===== config.mk =====
export PLATFORM = sky130hd
export DESIGN_NAME = keypad_scan
export DESIGN_NICKNAME = d
export VERILOG_FILES = /design/src/rtl/keypad_scan_pkg.sv /design/src/rtl/keypad_scan_sync2.sv /design/src/rtl/keypad_scan.sv
export SDC_FILE = /design/constraint.sdc
export NUM_CORES = 1
export LEC_CHECK = 0
export BUFFER_PORTS_ARGS = -buffer_cell sky130_fd_sc_hd__buf_2
export CAP_MARGIN = 20
export CORE_ASPECT_RATIO = 1.4
export CORE_UTILIZATION = 40
export DETAILED_ROUTE_END_ITERATION = 8
export HOLD_SLACK_MARGIN = 0.02
export PLACE_DENSITY_LB_ADDON = 0.12
export RECOVER_POWER = 50
export SETUP_SLACK_MARGIN = 0.3
export SLEW_MARGIN = 20
export SYNTH_ARGS = -nofsm -noshare
export SYNTH_HDL_FRONTEND = slang
export SYNTH_SLANG_ARGS = --single-unit
export TNS_END_PERCENT = 5

===== constraint.sdc =====
create_clock -name clk -period 9.1 [get_ports clk]
set_input_delay 1.82 -clock clk [delete_from_list [all_inputs] [get_ports clk]]
set_output_delay 1.82 -clock clk [all_outputs]
set_load 0.02 [all_outputs]

===== src/rtl/keypad_scan_pkg.sv =====
// Shared types and constants for the 4x4 keypad scanner.
// State encoding, matrix geometry and the row-drive decode used by the scan FSM.
package keypad_pkg;

  typedef enum logic [2:0] {
    ROW0 = 3'd0,
    ROW1 = 3'd1,
    ROW2 = 3'd2,
    ROW3 = 3'd3,
    EVAL = 3'd4
  } kp_state_t;

  localparam int KP_ROWS = 4;
  localparam int KP_COLS = 4;
  localparam logic [KP_ROWS*KP_COLS-1:0] KP_NO_KEY = 16'h0000;

  // Active-low drive: exactly one row low while scanning, all high in EVAL.
  function automatic logic [KP_ROWS-1:0] row_drive(input kp_state_t s);
    logic [KP_ROWS-1:0] r;
    r = 4'b1111;
    case (s)
      ROW0:    r = 4'b1110;
      ROW1:    r = 4'b1101;
      ROW2:    r = 4'b1011;
      ROW3:    r = 4'b0111;
      default: r = 4'b1111;
    endcase
    return r;
  endfunction

endpackage


===== src/rtl/keypad_scan_sync2.sv =====
// Two-flop synchronizer for asynchronous level inputs; resets to all-ones (idle pull-up level).
// Latency 2 cycles, no backpressure.
module sync2 #(
  parameter int WIDTH = 1
) (
  input  logic             core_clk,
  input  logic             arst_n,
  input  logic [WIDTH-1:0] d,
  output logic [WIDTH-1:0] q
);

  logic [WIDTH-1:0] meta_q, meta_d;
  logic [WIDTH-1:0] sync_q, sync_d;

  always_comb begin
    meta_d = d;
    sync_d = meta_q;
  end

  always_ff @(posedge core_clk or negedge arst_n) begin
    if (!arst_n) begin
      meta_q <= '1;
      sync_q <= '1;
    end else begin
      meta_q <= meta_d;
      sync_q <= sync_d;
    end
  end

  assign q = sync_q;

endmodule


===== src/rtl/keypad_scan.sv =====
// 4x4 active-low keypad scanner with frame-level debounce; outputs a held one-hot key code.
// Output latency DEBOUNCE_FRAMES..DEBOUNCE_FRAMES+1 frames plus 2 sync cycles; no backpressure.
module keypad_scan
  import keypad_pkg::*;
#(
  parameter int SCAN_CYCLES     = 50_000,
  parameter int DEBOUNCE_FRAMES = 20
) (
  input  logic        clk,
  input  logic        RSTn,
  input  logic [3:0]  col,
  output logic [3:0]  row,
  output logic [15:0] onehot,
  output logic        key_strobe
);

  localparam int SCW = (SCAN_CYCLES > 1) ? $clog2(SCAN_CYCLES) : 1;
  localparam int STW = $clog2(DEBOUNCE_FRAMES + 1);
  localparam logic [SCW-1:0] SLOT_LAST  = SCW'(SCAN_CYCLES - 1);
  localparam logic [STW-1:0] STABLE_MAX = STW'(DEBOUNCE_FRAMES);
  localparam int NKEYS = KP_ROWS * KP_COLS;

  kp_state_t            state_q, state_d;
  logic [SCW-1:0]       slot_cnt_q, slot_cnt_d;
  logic [NKEYS-1:0]     frame_q, frame_d;
  logic [NKEYS-1:0]     last_cand_q, last_cand_d;
  logic [STW-1:0]       stable_cnt_q, stable_cnt_d;
  logic [NKEYS-1:0]     onehot_q, onehot_d;
  logic                 key_strobe_q, key_strobe_d;
  logic [KP_ROWS-1:0]   row_q, row_d;

  logic [KP_COLS-1:0]   col_sync;
  logic [NKEYS-1:0]     cand;
  logic [STW-1:0]       stable_next;
  logic [1:0]           row_idx;

  sync2 #(.WIDTH(KP_COLS)) u_col_sync (
    .core_clk (clk),
    .arst_n   (RSTn),
    .d        (col),
    .q        (col_sync)
  );

  // Ghosting and multi-key presses both collapse to "no key".
  function automatic logic one_bit_set(input logic [NKEYS-1:0] v);
    return (v != '0) && ((v & (v - 16'd1)) == '0);
  endfunction

  always_comb begin
    state_d      = state_q;
    slot_cnt_d   = slot_cnt_q;
    frame_d      = frame_q;
    last_cand_d  = last_cand_q;
    stable_cnt_d = stable_cnt_q;
    onehot_d     = onehot_q;
    key_strobe_d = 1'b0;
    cand         = KP_NO_KEY;
    stable_next  = stable_cnt_q;
    row_idx      = 2'd0;

    case (state_q)
      ROW1:    row_idx = 2'd1;
      ROW2:    row_idx = 2'd2;
      ROW3:    row_idx = 2'd3;
      default: row_idx = 2'd0;
    endcase

    case (state_q)
      ROW0, ROW1, ROW2, ROW3: begin
        if (slot_cnt_q == SLOT_LAST) begin
          frame_d[row_idx*KP_COLS +: KP_COLS] = ~col_sync;
          slot_cnt_d = '0;
          case (state_q)
            ROW0:    state_d = ROW1;
            ROW1:    state_d = ROW2;
            ROW2:    state_d = ROW3;
            default: state_d = EVAL;
          endcase
        end else begin
          slot_cnt_d = slot_cnt_q + 1'b1;
        end
      end
      EVAL: begin
        cand = one_bit_set(frame_q) ? frame_q : KP_NO_KEY;
        if (cand == last_cand_q) begin
          stable_next = (stable_cnt_q == STABLE_MAX) ? STABLE_MAX : stable_cnt_q + 1'b1;
        end else begin
          last_cand_d = cand;
          stable_next = STW'(1);
        end
        stable_cnt_d = stable_next;
        if (stable_next == STABLE_MAX && cand != onehot_q) begin
          onehot_d     = cand;
          key_strobe_d = (cand != KP_NO_KEY);
        end
        frame_d = '0;
        state_d = ROW0;
      end
      default: state_d = ROW0;
    endcase

    // Registered row drive tracks the state being entered.
    row_d = row_drive(state_d);
  end

  always_ff @(posedge clk or negedge RSTn) begin
    if (!RSTn) begin
      state_q      <= ROW0;
      slot_cnt_q   <= '0;
      frame_q      <= '0;
      last_cand_q  <= '0;
      stable_cnt_q <= '0;
      onehot_q     <= '0;
      key_strobe_q <= 1'b0;
      row_q        <= 4'b1110;
    end else begin
      state_q      <= state_d;
      slot_cnt_q   <= slot_cnt_d;
      frame_q      <= frame_d;
      last_cand_q  <= last_cand_d;
      stable_cnt_q <= stable_cnt_d;
      onehot_q     <= onehot_d;
      key_strobe_q <= key_strobe_d;
      row_q        <= row_d;
    end
  end

  assign row        = row_q;
  assign onehot     = onehot_q;
  assign key_strobe = key_strobe_q;

endmodule


; ---- Word-level counts from Yosys, hierarchy flattened
; Index checks and enable logic that the tools add are counted.
[totals]
latchBits = 0
mem_count = 0
elab_cells = 59
regBits = 85
ramBits = 0
romBits = 0
[op_classes]
reduce_logical = 12
addsub = 4
div_mod_pow = 0
bitwise_logic = 3
multipliers = 0
shifts = 2
mux = 15
eq_ne = 13
order_cmp = 0
[ops]
columns = op, n
row1 = 2-to-1 mux 16 bit, 3
row2 = negation 4 -> 34 bit, 1
row3 = variable shift 4 x 34 -> 16 bit (first input constant), 1
row4 = indexed part select 4 x 34 -> 16 bit, 1
row5 = one-hot mux 16 bit (2 select lines), 1
row6 = nonzero test 16 bit, 2
row7 = adder 16 x 1 -> 16 bit (second input constant), 1
row8 = AND 16 bit, 1
row9 = bitwise mux 16 bit, 1
row10 = == test 16 bit, 1
row11 = == test 16 bit (second input constant), 1
row12 = zero test 16 bit, 1
row13 = inequality test 16 bit, 1
row14 = one-hot mux 4 bit (4 select lines), 1
row15 = subtractor 16 x 1 -> 16 bit (second input constant), 1
row16 = 2-to-1 mux 5 bit, 3
row17 = == test 3 x 2 -> 1 bit (second input constant), 4
row18 = == test 5 bit (second input constant), 2
row19 = one-hot mux 3 bit (3 select lines), 1
row20 = == test 3 x 1 -> 1 bit (second input constant), 2
row21 = zero test 3 bit, 2
row22 = 2-to-1 mux 3 bit, 2
row23 = one-hot mux 2 bit (3 select lines), 1
row24 = AND reduction 2 bit, 3
row25 = other kinds (9), 11

; ---- Depth between registers and ports, before layout
; Gate-level depths: netlist of the first run.
[depth]
depth_word = 12
ltp_mapped = 13
ltp_nobuf = 9

; ---- By module
; A second synthesis of the first run with hierarchy kept.
[hier_totals]
hier_cells = 455
hier_area_um2 = 4684.5
[modules_own_cells]
columns = module, cells_each, instances, area_each_um2, seq_area_each_um2
row1 = keypad_scan, 447, 1, 4474.3, 1930.6
row2 = sync2, 8, 1, 210.2, 210.2

; ---- Least setup slack after synthesis of the first run
; No wires, ideal clock.
[synth_timing]
path_type = reg-to-reg
startpoint = reg frame_q[3]
endpoint = reg onehot_q[10], in the netlist onehot[10]
arrival_time_ns = 3.160
stages_incl_launch_ff = 13
n_path_buf = 3
setup_time_ns = 0.125
slack_ns = 5.815
cell_sequence = dfrtp_1 > nor4_4 > nand4_1 > a22o_1 > and4_4 > buf_6 > buf_2 > a311oi_1 > o22ai_1 > or4_1 > nand4b_4 > buf_6 > mux2_4
[synth_via]
elab_chain_len = 11
[synth_lines]
columns = item, line_no
row1 = "start, declared", keypad_scan.sv:25  ; logic [NKEYS-1:0] frame_q, frame_d;
row2 = "start signal, assigned", keypad_scan.sv:119  ; frame_q <= frame_d;
row3 = subtractor 16 x 1 -> 16 bit, keypad_scan.sv:46  ; return (v != '0) && ((v & (v - 16'd1)) == '0);
row4 = AND 16 bit, keypad_scan.sv:46
row5 = zero test 16 bit, keypad_scan.sv:46
row6 = logical AND 1 bit, keypad_scan.sv:46
row7 = 2-to-1 mux 16 bit (*), keypad_scan.sv:84  ; cand = one_bit_set(frame_q) ? frame_q : KP_NO_KEY;
row8 = == test 16 bit, keypad_scan.sv:85  ; if (cand == last_cand_q) begin
row9 = 2-to-1 mux 5 bit, keypad_scan.sv:85
row10 = 2-to-1 mux 5 bit, keypad_scan.sv:68  ; case (state_q)
row11 = == test 5 bit, keypad_scan.sv:92  ; if (stable_next == STABLE_MAX && cand != onehot_q) begin
row12 = logical AND 1 bit, keypad_scan.sv:92
row13 = AND reduction 2 bit (no source line), -
row14 = "end signal, assigned", keypad_scan.sv:122  ; onehot_q <= onehot_d;
row15 = "end, declared", keypad_scan.sv:28  ; logic [NKEYS-1:0] onehot_q, onehot_d;
; Every way passes the cells marked *; elsewhere a longest branch is shown, timed or not. The select of a mux whose other input is x is not followed.
; A chain may end at the register's enable or synchronous reset.

==> reports/metrics.yaml, run 1 <==
timing:
  fin_tns_setup_ns: 0
  hold_ws_ns: 0.355
  finalCritPeriodShare: 0.584
  min_period_ns: 5.32
  worst_pin_slew_ns: 2.86
  hold_viol_final: 0
  max_slew_margin: -0.905
  skew_ns: 0.0140
  rsz0062_at_grt: "false"
  drv_slew: 88
  setup_viol: 0
  fmaxAchievable_ghz: 0.188
critical_path:
  path_cells: "clkbuf_1 > clkbuf_1"
  rr_startpoint: "frame_q[3]"
  crit_start: "RSTn"
  cp.required_ns: 8.92
  critPathKind: "input port to asynchronous set/reset pin"
  r2r-end: "last_cand_q[5]"
  startpoint_type: "input port"
  reg2reg_depth: 9
  reg2reg_slack_ns: 4.90
  end_kind: "asynchronous set/reset pin"
  cp_slowest_stage_delay_ns: 2.11
  crit_slowest_cell: "clkbuf_1"
  worstPathArrival_ns: 5.14
  worst-path-max-fanout: 55
  critPathTopFamily: "buffers and inverters"
  path_buf_inv: 2
  path_common_cell: "clkbuf_1"
clock_tree:
  numClockSinks: 85
  clock-root-buffer: "clkbuf_16"
  cts_tree: "built"
  clk_latency_ns: 0.35
  htreeDepth: 3
  clockBufferDepth: 2
  cts.clk_slew.worst_paths_ns: 0.06
  numCtsBuffers: 9
  ctsHoldBuffers: 0
  postCtsSetupRepairBufs: 0
  cts_resized: 0
route:
  via_per_inst: 5.70
  drtIter0Drc: 148
  drc: 0
  wl_per_cell_um: 18.0
  ant_nets: 0
  firstDrtPassIters: 4
  wl_um: 11100
  vias: 3500
yosys:
  ys_warn_count: 0
  syn_area_um2: 4770
  synth-edff-count: 0
  synth_nets: 471
  ys_seq_area_frac: 0.449
  synthDistinctLibCells: 56
  synth_ff_type: "dfrtp_1"
  async_flop_share: 1.00
  synth.avg_cell_area_um2: 10.4
  netlist_instances: 457
  synth_seq_cells: 85
global_routing:
  gr-total-overflow: 0
  grt_pass1_wl_um: 18200
  antenna_found_initial: 0
  grtUsageTotal: 0.190
  grt_max_degree: 56
  grt_pass1_vias: 3478
placed_design:
  dpl.hpwl_um: 7930
  place_area_um2: 4960
  portBuffers: 26
  dpl.cell_count: 598
  gp_congestion: 0.798
floorplanning:
  dieArea_um2: 12400
  dieHeight_um: 131
  core_um2: 11500
  num_io_pins: 27
  initial_core_util: 0.417
  die_w_um: 94.3
  fp-row-count: 46
power_and_ir_drop:
  finalPower_uw: 791
  max-vdd-ir-drop_mv: 0.0954
  p_leak_nw: 2.40
  powerDensity_nw_per_um2: 150
finish:
  final_cell_mix: "dfrtp_1, nand2_1, buf_2"
  diodes: 0
  fin_nets: 479
  final_common_cell: "dfrtp_1"
  design_area_um2: 5270
  layout.cells.non_filler: 614
  drive_gt1_frac: 0.232
  area_delta_synth_final_pct: 10.5
worst_hold_path:
  hold_depth: 0
  holdCritPathClass: "flop to flop"
  min_to: "u_col_sync.q[0]"
  min_from: "u_col_sync.meta_q[0]"
run:
  maxCapViolCount: 2
status:
  status: "finished, violations left"
  violations: "capacitance limit, slew limit"
-- worst max path at each step --
stage               slack (ns)  cells after the start               to
detailed placement        4.88                      9  last_cand_q[12]
global placement          5.01                      9   last_cand_q[6]
floorplan                 5.82                     12       onehot[10]
global route              2.80                      2  stable_cnt_q[3]
finish                    3.78                      2  stable_cnt_q[3]
CTS                       4.86                      9   last_cand_q[5]
-- final cells by class --
class	instances	area (µm²)
fillers	1069	6180
multi-input cells	334	2460
flip-flops and latches	85	2140
clock buffers	11	243
well taps	144	180
repair buffers	29	144
clock inverters	5	82.6
inverters	6	22.5
-- cell families (layout without fill, tap and decap cells) --
kind of cell / count (synthesis) / in the layout / synth area share
compound gates: 89 / 89 / 0.128
buf+inv: 38 / 51 / 0.0362
mux: 33 / 33 / 0.0857
flops: 85 / 85 / 0.449
fa+ha+maj: 8 / 8 / 0.0210
simple gates: 172 / 172 / 0.222
xor+xnor: 32 / 32 / 0.0587
-- through the flow --
step | util | setup WS (ns)
after global routing | 0.460 | 2.80
after CTS | 0.461 | 4.86
after global placement | 0.433 | 5.01
final | 0.460 | 3.78
after detailed placement | 0.433 | 4.88
after floorplan | - | 5.82
-- Yosys cell counts, types with 3 or more instances --
cell type,n,share of area
a21o_1,3,0.0047
a311oi_1,14,0.026
mux2_4,10,0.031
inv_1,6,0.0047
a31oi_1,16,0.021
o21ai_0,17,0.018
dfstp_2,11,0.061
o22ai_1,9,0.012
nor4b_1,3,0.0055
ha_1,8,0.021
clkbuf_1,20,0.016
nor2_1,18,0.014
and3_1,17,0.022
nand4_1,5,0.0066
o31ai_1,9,0.014
nor4bb_1,16,0.034
mux2_2,23,0.054
nand2b_1,5,0.0066
buf_2,9,0.0094
nor3_1,23,0.024
xor2_1,9,0.017
xnor2_1,23,0.042
a21oi_1,9,0.0094
or2_2,16,0.021
nand2_1,28,0.022
dfrtp_1,74,0.39
nand3_1,18,0.019
-- per-layer routing --
metal  up-vias  part of all wire  track usage
li1       1718                 -            -
met1      1727              0.42        0.222
met2        38              0.54        0.337
met3        17             0.015       0.0237
met4         0             0.027       0.0880
met5         -                 0            0
-- registers in the layout (all words and copies together) (netlist names) --
signal             count
frame_q               16
key_strobe             1
last_cand_q           16
onehot                16
row                    4
slot_cnt_q            16
stable_cnt_q           5
state_q                3
u_col_sync.meta_q      4
u_col_sync.q           4
-- power by group --
part	switching, mW	total (mW)	internal [mW]
Clock	0.151	0.400	0.249
Combinational	0.00729	0.00804	0.000743
Sequential	0.00156	0.383	0.381
Total	0.160	0.791	0.631
(Power assumes the default switching activity.)
==> run 2, diff against run 1 <==
- clock period: 9.1 -> 5.3 ns (I/O delays scaled with it)
==> reports/metrics.yaml, run 2 (synthesized netlist as in run 1, its figures left out) <==
global_routing:
  grt_pass1_wl_um: 18000  # -1.3%
  grt_pass1_vias: 3442  # -1.0%
  antenna_found_initial: 0  # unchanged
  gr-total-overflow: 0  # unchanged
  grtUsageTotal: 0.189  # -0.00101
  grt_max_degree: 56  # unchanged
critical_path:
  crit_slowest_cell: "or4_1"
  cp_slowest_stage_delay_ns: 0.68  # -1.43 ns
  critPathKind: "flop to flop"
  cp.required_ns: 5.52  # -3.40 ns
  path_cells: "nor4_4 > and4b_1 > a22o_1 > nand4_2 > nor3_1 > o22ai_1 > or4_1 > nand2_1 > mux2_2"
  startpoint_type: "flop"
  end_kind: "flop"
  worst-path-max-fanout: 17  # -69%
  worstPathArrival_ns: 4.39  # -0.75 ns
finish:
  drive_gt1_frac: 0.234  # +0.00213
  fillCellCount: 1066  # -0.28%
  multiInputGateArea_um2: 2460  # unchanged
  fin_nets: 479  # unchanged
  layout.cells.non_filler: 614  # unchanged
  diodes: 0  # unchanged
  area_delta_synth_final_pct: 10.3
  regArea_um2: 2140  # unchanged
  final_cell_mix: "dfrtp_1, nand2_1, buf_2"
  final_common_cell: "dfrtp_1"
timing:
  hold_viol_final: 0  # unchanged
  finalCritPeriodShare: 0.787
  min_period_ns: 4.17
  setup_viol: 0  # unchanged
  fin_tns_setup_ns: 0  # unchanged
  drv_slew: 32  # -64%
  max_slew_margin: -0.102  # +0.803
  fmaxAchievable_ghz: 0.240
  worst_pin_slew_ns: 1.65  # -1.20 ns
  rsz0062_at_grt: "false"
  hold_ws_ns: 0.356  # +0.000776 ns
  skew_ns: 0.00756  # -0.00642 ns
route:
  drtIter0Drc: 141  # -4.7%
  wl_per_cell_um: 18.1  # +0.69%
  wl_um: 11100  # +0.69%
  firstDrtPassIters: 4  # unchanged
  vias: 3570  # +2.0%
  ant_nets: 0  # unchanged
  via_per_inst: 5.81  # +2.0%
  drc: 0  # unchanged
power_and_ir_drop:
  p_clk_frac: 0.499  # -0.007
  switchingPower_uw: 271  # +69%
  powerDensity_nw_per_um2: 254  # +70%
  p_leak_nw: 2.39  # about the same
  swShare: 0.202  # about the same
  p_comb_frac: 0.010  # about the same
  p_int_mw: 1.07  # +69%
  max-vdd-ir-drop_mv: 0.136  # +43%
  p_seq_frac: 0.491  # +0.007
clock_tree:
  numClockSinks: 85  # unchanged
  cts.clk_slew.worst_paths_ns: 0.06  # about the same
  postCtsSetupRepairBufs: 0  # unchanged
  numCtsBuffers: 9  # unchanged
  clock-root-buffer: "clkbuf_16"
  cts_resized: 0  # unchanged
  htreeDepth: 3  # unchanged
  clockBufferDepth: 2  # unchanged
  clk_latency_ns: 0.34  # about the same
  cts_tree: "built"
  ctsHoldBuffers: 0  # unchanged
floorplanning:
  dieArea_um2: 12400  # unchanged
  dieHeight_um: 131  # unchanged
  initial_core_util: 0.417  # unchanged
  fp-row-count: 46  # unchanged
  die_w_um: 94.3  # unchanged
  num_io_pins: 27  # unchanged
  core_um2: 11500  # unchanged
placed_design:
  gp_congestion: 0.798  # unchanged
  dpl.cell_count: 598  # unchanged
  dpl.hpwl_um: 7910  # -0.18%
  portBuffers: 26  # unchanged
run:
  maxCapViolCount: 1  # -1
status:
  violations: "capacitance limit, slew limit"
  status: "finished, violations left"
worst_hold_path:
  holdCritPathClass: "flop to flop"
==> run 2: metrics by stage <==
stage / instance area, µm² / utilization / power, mW / setup slack, ns
floorplan: 4770 / - / 0.668 / 2.02
global route: 5260 / 0.460 / 1.39 / 0.759
global placement: 4960 / 0.433 / 0.685 / 1.21
detailed placement: 4960 / 0.433 / 0.685 / 1.10
CTS: 5270 / 0.460 / 1.37 / 1.10
finish: 5260 / 0.460 / 1.34 / 1.13
==> run 2: cell type report <==
cell class                      instances  area share
Clock buffer                           10      0.0435
Clock inverter                          6      0.0166
Inverter                                6     0.00428
Multi-Input combinational cell        334       0.467
Sequential cell                        85       0.407
Tap cell                              144      0.0342
Timing Repair Buffer                   29      0.0276
==> run 2: path summary, 6_finish.rpt <==
check | from | to | slack (ns) | cells past startpoint
setup / recovery | frame_q[3] | last_cand_q[12] | 1.13 | 9
hold / removal | u_col_sync.meta_q[0] | u_col_sync.q[0] | 0.36 | 0
max in group asynchronous | RSTn | stable_cnt_q[2] | 2.08 | 2
hold reg to reg | u_col_sync.meta_q[0] | u_col_sync.q[0] | 0.36 | 0
setup reg to reg | frame_q[3] | last_cand_q[12] | 1.13 | 9
min in group asynchronous | RSTn | onehot[6] | 1.13 | 1
==> run 2: power groups by stage <==
stage,sequential (mW),combinational [mW],clock [mW]
CTS,0.657,0.0158,0.694
global placement,0.669,0.0155,0
detailed placement,0.669,0.0158,0
global route,0.657,0.0170,0.715
floorplan,0.668,0.00000355,0
finish,0.657,0.0139,0.668
==> run 2: layer usage <==
| metal | up-vias | wire (µm) | global-route usage |
|---|---|---|---|
| met5 | - | 0 | 0 |
| met4 | 0 | 317 | 0.0855 |
| met3 | 22 | 294 | 0.0341 |
| met2 | 73 | 6000 | 0.341 |
| met1 | 1759 | 4520 | 0.209 |
| li1 | 1716 | - | - |
==> run 2: worst max-delay path: cells and delay by family (launching register included) <==
family	cells	cell delay, ns
AO/OA/AOI/OAI	2	0.31
AND/OR/NAND/NOR	6	2.80
flip-flops	1	0.52
multiplexers	1	0.41
==> run 3, diff against run 2 <==
- ABC_AREA: unset -> 1
- clock period: 5.3 -> 3.8 ns (I/O delays scaled with it)
==> reports/metrics.yaml, run 3 <==
route:
  vias: 4402  # +23%
  wl_per_cell_um: 14.8  # -19%
  via_per_inst: 5.10  # -12%
  drc: 0  # unchanged
  drtIter0Drc: 206  # +46%
  wl_um: 12700  # +14%
  firstDrtPassIters: 5  # +1
  ant_nets: 0  # unchanged
timing:
  finalCritPeriodShare: 0.865  # +0.0782
  hold_viol_final: 0  # unchanged
  skew_ns: 0.00791  # +0.000352 ns
  fin_tns_setup_ns: 0  # unchanged
  max_slew_margin: -0.320  # -0.218
  setup_viol: 0  # unchanged
  worst_pin_slew_ns: 1.98  # +0.327 ns
  min_period_ns: 3.29  # -0.883 ns
  drv_slew: 79  # +150%
  hold_ws_ns: 0.358  # +0.00198 ns
  fmaxAchievable_ghz: 0.304  # +27%
  rsz0062_at_grt: "false"
yosys:
  netlist_instances: 681  # +49%
  synth_most_common_cell: "nand2_1"
  synth_nets: 695  # +48%
  synth-edff-count: 0  # unchanged
  ys_seq_area_frac: 0.436  # -0.0127
  syn_area_um2: 4910  # +2.9%
  ys_warn_count: 0  # unchanged
  yosys.area.top_type: "dfrtp_1"
  netlist.area_leader.share: 0.377  # -0.0110
  synth.avg_cell_area_um2: 7.21  # -31%
  ys_top_cells_by_count: "nand2_1, inv_1, dfrtp_1"
  synthDistinctLibCells: 33  # -41%
  async_flop_share: 1.00  # unchanged
  synth_ff_type: "dfrtp_1"
  synth_seq_cells: 85  # unchanged
  synth.area.top_cells: "dfrtp_1, nand2_1, inv_1, dfstp_2, nor2_1"
global_routing:
  antenna_found_initial: 0  # unchanged
  grt_pass1_wl_um: 20600  # +15%
  gr-total-overflow: 0  # unchanged
  grt_max_degree: 79  # +41%
  grtUsageTotal: 0.213  # +0.0237
  grt_pass1_vias: 4307  # +25%
worst_hold_path:
  hold_depth: 0  # unchanged
  holdCritPathClass: "flop to flop"
critical_path:
  cp.required_ns: 4.08  # -1.44 ns
  worstPathArrival_ns: 3.56  # -0.83 ns
  worst-path-max-fanout: 14  # -3
  startpoint_type: "flop"
  reg2reg_depth: 21  # +12
  critPathKind: "flop to flop"
  end_kind: "flop"
clock_tree:
  cts.clk_slew.worst_paths_ns: 0.06  # about the same
  clockBufferDepth: 2  # unchanged
  cts_tree: "built"
  clock-root-buffer: "clkbuf_16"
  ctsHoldBuffers: 0  # unchanged
  clk_latency_ns: 0.34  # about the same
  htreeDepth: 3  # unchanged
  numCtsBuffers: 9  # unchanged
  numClockSinks: 85  # unchanged
floorplanning:
  dieHeight_um: 133  # +1.4%
  core_um2: 11900  # +3.7%
  num_io_pins: 27  # unchanged
  fp-row-count: 47  # +2.2%
  initial_core_util: 0.413  # -0.00323
  die_w_um: 95.6  # +1.4%
  dieArea_um2: 12700  # +2.9%
status:
  status: "finished, violations left"
  violations: "capacitance limit, slew limit"
finish:
  fillCellCount: 1177  # +10%
  fin_nets: 725  # +51%
  final_util: 0.478  # +0.0180
  final_common_cell: "nand2_1"
  area_delta_synth_final_pct: 15.5
  final_cell_mix: "nand2_1, inv_1, nor2_1, dfrtp_1, o21ai_0"
  diodes: 0  # unchanged
  drive_gt1_frac: 0.148  # -0.0860
placed_design:
  gp_congestion: 0.880  # +10%
  portBuffers: 26  # unchanged
  dpl.hpwl_um: 8790  # +11%
run:
  maxCapViolCount: 1  # unchanged
power_and_ir_drop:
  finalPower_mw: 2.03  # +51%
  powerDensity_nw_per_um2: 357  # +40%
  p_leak_nw: 3.01  # +26%
  max-vdd-ir-drop_mv: 0.197  # +45%
## run 3: logic make-up after synthesis
family          Yosys count  share of synthesized area
simple gates            416                      0.378
buf+inv                 107                     0.0910
flops                    85                      0.436
compound gates           61                     0.0673
fa+ha+maj                 8                     0.0204
xor+xnor                  4                    0.00714
## run 3: timing repair
action / in CTS / in global routing
pin swaps: 1 / 5
setup buffers: 0 / 6
gates cloned: 1 / 2
endpoints found under the setup margin: 1 / 33
resized for setup: 0 / 19
## run 3: final cells by class
cell class / instances / area (µm²) / area share
multi-input cells: 492 / 2380 / 0.420
flip-flops and latches: 85 / 2150 / 0.379
inverters: 83 / 312 / 0.0549
repair buffers: 40 / 273 / 0.0481
clock buffers: 10 / 239 / 0.0421
well taps: 147 / 184 / 0.0324
clock inverters: 6 / 134 / 0.0236
## run 3: where the power goes
| part | switching, mW | internal [mW] | total [mW] |
|---|---|---|---|
| Combinational | 0.0180 | 0.00231 | 0.0203 |
| Sequential | 0.00260 | 0.913 | 0.916 |
| Clock | 0.363 | 0.727 | 1.09 |
| Total | 0.383 | 1.64 | 2.03 |
## run 3: stage by stage
step | cell area (µm²) | setup WS (ns) | cells
global route | 5670 | 0.251 | 863
global placement | 5150 | 0.364 | 838
floorplan | 4910 | 1.12 | 681
CTS | 5530 | 0.358 | 855
detailed placement | 5150 | 0.304 | 838
finish | 5670 | 0.513 | 863
## run 3: layer usage
layer,up-vias,part of all wire,track usage,wire length (µm)
met5,-,0,0,0
met4,0,0.034,0.102,430
met3,25,0.036,0.0388,458
met2,91,0.50,0.363,6420
met1,2067,0.43,0.254,5430
li1,2219,-,-,-
## run 3: worst max-delay path, stage by stage (launching register included)
cell and delay [ns]:
dfrtp_1 0.49, nor2_4 0.19, nand2_2 0.13, nand2_2 0.09
inv_2 0.04, nor2_2 0.12, nand2_1 0.08, nor2_1 0.11
nand2_1 0.17, nor2_4 0.25, buf_12 0.15, nand2_2 0.07
nand2_1 0.07, nand2_1 0.04, nor2_1 0.08, nand2_1 0.07
nor2_2 0.22, nand3_2 0.16, nor2_4 0.24, buf_4 0.26
nand4_1 0.11, nand2_1 0.08
## run 3: final timing paths
path | start | end | slack [ns]
max | frame_q[0] | onehot[0] | 0.51
max reg2reg | frame_q[0] | onehot[0] | 0.51
min in group asynchronous | RSTn | frame_q[15] | 0.96
min | u_col_sync.meta_q[0] | u_col_sync.q[0] | 0.36
max in group asynchronous | RSTn | frame_q[5] | 1.52
min reg2reg | u_col_sync.meta_q[0] | u_col_sync.q[0] | 0.36
